## config.mk

```make
export PLATFORM = sky130hd
export DESIGN_NAME = or_tree_pipe
export DESIGN_NICKNAME = d
export VERILOG_FILES = /design/src/rtl/or_tree_pipe.sv
export SDC_FILE = /design/constraint.sdc
export NUM_CORES = 1
export LEC_CHECK = 0
export ABC_CLOCK_PERIOD_IN_PS = 800
export BUFFER_PORTS_ARGS = -buffer_cell sky130_fd_sc_hd__buf_2
export CORE_AREA = 8 8 45 47
export CTS_CLUSTER_DIAMETER = 40
export DETAILED_ROUTE_END_ITERATION = 10
export DIE_AREA = 0 0 53 55
export SLEW_MARGIN = 20
export SYNTH_ARGS = -nofsm -noshare
export SYNTH_HDL_FRONTEND = slang
export SYNTH_SLANG_ARGS = --single-unit
```

## constraint.sdc

```tcl
create_clock -name clk -period 0.8 [get_ports clk]
set_input_delay 0.12 -clock clk [delete_from_list [all_inputs] [get_ports clk]]
set_output_delay 0.12 -clock clk [all_outputs]
set_load 0.01 [all_outputs]
```

## src/rtl/or_tree_pipe.sv

```systemverilog
// or_tree_pipe: pipelined bitwise OR-reduction of NUM_IN lanes with valid tracking
//   and optional sticky error accumulation.
//   Optional feature macro: OR_TREE_STICKY_EN (sticky_y/hit_cnt logic built when defined).
//   clk        rising-edge clock
//   rst        synchronous active-high reset, clears pipeline and sticky state
//   in_valid   in_data valid this cycle
//   in_data    NUM_IN lanes, lane k = in_data[k*WIDTH +: WIDTH]
//   sticky_clr clear sticky_y/hit_cnt (same-cycle valid result folded in after the clear)
//   out_valid  out_y valid, PIPE_STAGES cycles after the sampled word
//   out_y      OR of all lanes of the sampled word
//   sticky_y   accumulated OR of valid out_y since last clear
//   hit_cnt    saturating count of valid nonzero results
module or_tree_pipe #(
    parameter int NUM_IN      = 8,
    parameter int WIDTH       = 1,
    parameter int PIPE_STAGES = 2,
    parameter int CNT_W       = 16
) (
    input  logic                    clk,
    input  logic                    rst,
    input  logic                    in_valid,
    input  logic [NUM_IN*WIDTH-1:0] in_data,
    input  logic                    sticky_clr,
    output logic                    out_valid,
    output logic [WIDTH-1:0]        out_y,
    output logic [WIDTH-1:0]        sticky_y,
    output logic [CNT_W-1:0]        hit_cnt
);
    localparam int LVL = $clog2(NUM_IN);
    localparam int P   = 1 << LVL;

    // Tree levels completed after s register stages; leftover levels go to the earliest stages.
    function automatic int levels_done(input int s);
        return s * (LVL / PIPE_STAGES) + ((s < LVL % PIPE_STAGES) ? s : LVL % PIPE_STAGES);
    endfunction

    // Missing lanes of a non-power-of-two tree are zero, which is neutral for OR.
    logic [P*WIDTH-1:0] pad;
    assign pad = (P*WIDTH)'(in_data);

    for (genvar s = 0; s < PIPE_STAGES; s++) begin : g_st
        localparam int NI = P >> levels_done(s);
        localparam int NO = P >> levels_done(s + 1);
        localparam int G  = NI / NO;
        logic [NI*WIDTH-1:0] d;
        logic [NO*WIDTH-1:0] r;
        logic [NO*WIDTH-1:0] q;
        logic                vi;
        logic                v;
        if (s == 0) begin : g_in
            assign d  = pad;
            assign vi = in_valid;
        end else begin : g_mid
            assign d  = g_st[s-1].q;
            assign vi = g_st[s-1].v;
        end
        // Several adjacent tree levels collapse into one OR over groups of G consecutive lanes.
        always_comb begin
            r = '0;
            for (int j = 0; j < NO; j++)
                for (int k = 0; k < G; k++)
                    r[j*WIDTH +: WIDTH] = r[j*WIDTH +: WIDTH] | d[(j*G+k)*WIDTH +: WIDTH];
        end
        // Data loads every cycle regardless of valid; only the valid bit marks bubbles.
        always_ff @(posedge clk) begin
            if (rst) begin
                q <= '0;
                v <= 1'b0;
            end else begin
                q <= r;
                v <= vi;
            end
        end
    end

    assign out_y     = g_st[PIPE_STAGES-1].q;
    assign out_valid = g_st[PIPE_STAGES-1].v;

`ifdef OR_TREE_STICKY_EN
    logic [WIDTH-1:0] sticky_q;
    logic [CNT_W-1:0] cnt_q;
    logic             hit;
    assign hit = out_valid && (|out_y);
    always_ff @(posedge clk) begin
        if (rst) begin
            sticky_q <= '0;
            cnt_q    <= '0;
        end else if (sticky_clr) begin
            sticky_q <= out_valid ? out_y : '0;
            cnt_q    <= CNT_W'(hit);
        end else if (out_valid) begin
            sticky_q <= sticky_q | out_y;
            cnt_q    <= (hit && cnt_q != '1) ? cnt_q + 1'b1 : cnt_q;
        end
    end
    assign sticky_y = sticky_q;
    assign hit_cnt  = cnt_q;
`else
    logic unused_clr;
    assign unused_clr = sticky_clr;
    assign sticky_y   = '0;
    assign hit_cnt    = '0;
`endif

endmodule

```

# Word level (Yosys, flattened, before mapping)
# Cells that the tools add are included.
dict set report classes {
  bitwise_logic 7
}
# op count
set op_table {}
lappend op_table {{1-bit bitwise OR} 7}
dict set report word_totals {
  inputBits 12
  elab_cells 11
  reg_bits 5
}

# Depth between registers and ports, before layout
dict set report logic_depth {
  ltp_word 3
  ltp_mapped 2
  mapped_depth_nobuf 2
}

# Worst setup path after synthesis
# OpenSTA, ideal clock, no wires.
dict set report synth_path {
  path_type {input port to flip-flop}
  from {in in_data[2]}
  to {reg g_st[0].q[0]}
  arrival_ns 0.403
  slack_ns 0.278
  required_ns 0.681
  stages 2
  cell_sequence {nor4_2 -> nor2_1}
}
dict set report synth_via {
  elab_chain_cells 2
}
# element line
set synth_rtl {}
lappend synth_rtl {{from (decl)} 22} ;# input logic [NUM_IN*WIDTH-1:0] in_data,
lappend synth_rtl {{1-bit bitwise OR (2 in series)} 62} ;# r[j*WIDTH +: WIDTH] = r[j*WIDTH +: WIDTH] | d[(j*G+k)*WIDTH +: WIDTH];
lappend synth_rtl {{to (signal assigned)} 70} ;# q <= r;
lappend synth_rtl {{to (decl)} 47} ;# logic [NO*WIDTH-1:0] q;
# No other way between the ends.
# A chain may end at the register's enable or synchronous reset.

# Final worst setup path
dict set report layout_path {
  from {reg g_st[1].v (netlist: out_valid)}
  to {out out_valid}
}
# element line
set layout_rtl {}
lappend layout_rtl {{from (decl)} 49} ;# logic v;
lappend layout_rtl {{from (signal assigned)} 71} ;# v <= vi;
lappend layout_rtl {{to (decl)} 24} ;# output logic out_valid,
# No word-level cell between the ends.

==> run metrics <==
chip width=53 um; final core utilization=roughly a quarter; Placeable Area=1380 um2; cell count after placement=between 50 and 60; Setup crit end kind=output pin; skew final=0.0000192 ns; CTS tree=done; post-DR wirelength/cell=8.95 um; Yosys cell types=6; # Max-Cap Violations=0; total grt overflow=0; min Tclk post-route=0.784 ns; CP cell instances=buf_2; status=complete, no violations; H-tree levels=1; Ant. Diodes=0; Seq cells post-synth=5; Die ar.=slightly below 3000 um2; worst skew pair latency=0.24 ns; Row Count=14; Crit-path slowest cell=dfxtp_1; worst r2r path cells=2; starting density of the core=20.5%; CTS buffer count=3; Initial DRC Count=2; CP Class=flip-flop to output pin; Die Height=roughly 55 um; # Post-CTS Setup Buffers=0; Final HPWL DP=about 470 um; maximum buffer depth of the clock tree=2; Syn Inst Count=31; final hold violations=0; fill cell count=157; worst r2r src=g_st[0].q[1]$_SDFF_PP0_; yosys warns=0; vias in the first global route=218; Top delay family on crit path=flip-flops; register area share after synthesis=35.2%; Resized Gates After CTS=0; All-Layer GR Usage=4.16%; Setup-failing EPs final=0; Max rail drop VDD=0.660 mV; Syn Area/Cell=9.16 um2; vias after detailed routing=196; commonest non-fill, non-tap cell in the layout=conb_1; Post-Route WL=555 um; commonest non-fill, non-tap cells in the layout=conb_1 (17), buf_2 (12), dfxtp_1 (5), nor2_1 (4), clkbuf_4 (3); sink of the worst hold path=g_st[0].q[1]$_SDFF_PP0_; CP bufs+invs=1; Non-Filler Instances=62; layout cells sized above 1=37.0%; Max stage delay on crit path=0.30 ns; Sink Count=5; fin crit share=between 90% and 100%; Critical Path Fanout Max=1; routability cong.=approximately 0.62; Max Freq=between 1 and 1.5 GHz; Hold Path Stages=3; # IOs=31; largest net degree at the start of global routing=6; DRT antenna net count=0; First-pass DRT Iterations=2; unrepaired setup endpoints after global routing=true; DR DRC count=0; CP startpoint kind=flip-flop; initial antenna violation count=0; Worst R2R Setup Slack=0.27 ns; first-pass GRT wire length=about 800 um; Required @ worst endpoint=0.68 ns; Via density=3.16; Pleak=between 0.15 and 0.2 nW; hold path start=in_data[7]; Final Slew Violations=0; Clock transition at path regs=0.04 ns; cts hold-fix bufs=0; Pwr Density=about 2000 nW/um2; min-delay worst type=primary input to flip-flop; root buf cell=clkbuf_4; Overall Power=0.649 mW; CP arrival=between 0.6 and 0.7 ns; cell area after synthesis=284 um2; # port buffers=12; Area Overhead vs Synth=13.7%; worst r2r dst=out_y$_SDFF_PP0_; Nets=59
logic make-up after synthesis:
group | count (synthesis) | synth area share [%]
buffers and inverters | 17 | 44.9
flip-flops | 5 | 35.2
other | 1 | 1.32
AND/OR/NAND/NOR | 8 | 18.5
power breakdown:
group / internal [mW] / leakage (nW) / total [mW] / switching [mW]
registers: 0.265 / 0.0418 / 0.268 / 0.00305
clock network: 0.189 / 0.0150 / 0.293 / 0.105
logic: 0.0285 / 0.118 / 0.0876 / 0.0591
metal layers:
metal,vias to the layer above,share of wire [%],GRT usage (%)
li1,92,-,-
met3,0,19,6.15
met5,-,0,0
met4,0,0,2.59
met2,24,34,3.91
met1,80,47,4.11
worst max-delay path by stage:
stage	start	end	slack, ns	depth (start not counted)
after floorplan	in_data[2]	g_st[0].q[0]$_SDFF_PP0_	0.28	2
after global placement	in_data[2]	g_st[0].q[0]$_SDFF_PP0_	0.13	3
after detailed placement	in_data[5]	g_st[0].q[1]$_SDFF_PP0_	0.13	3
after CTS	out_valid$_SDFF_PP0_	out_valid	-0.007	1
after global routing	out_valid$_SDFF_PP0_	out_valid	-0.02	1
final	out_valid$_SDFF_PP0_	out_valid	0.02	1
synth_stat cells (all sizes together):
master	number	area (um2)
buf	17	128
conb	1	3.75
dfxtp	5	100
nor2	4	15.0
nor2b	2	12.5
nor4	2	25.0
sequential cells by signal (all words and copies together), names as in the netlist:
register,flops
g_st.q,2
g_st.v,1
out_valid,1
out_y,1
through the flow:
| stage | cell area [um2] | hold WS, ns | TNS [ns] | setup WS (ns) |
|---|---|---|---|---|
| floorplan | 344 | 0.192 | 0 | 0.278 |
| CTS | 323 | 0.0845 | -0.00947 | -0.00670 |
| detailed placement | 297 | 0.343 | 0 | 0.126 |
| global placement | 297 | 0.334 | 0 | 0.129 |
| global route | 323 | 0.0890 | -0.0390 | -0.0220 |
| finish | 323 | 0.0904 | 0 | 0.0155 |
area by class of cell:
class	instances	area [um2]	area share, %
repair buffers	12	60.1	18.6
clock buffers	4	26.3	8.14
flip-flops and latches	5	100	31.0
multi-input cells	25	116	36.0
well taps	16	20.0	6.20
Power figures use the tool's default switching activity.
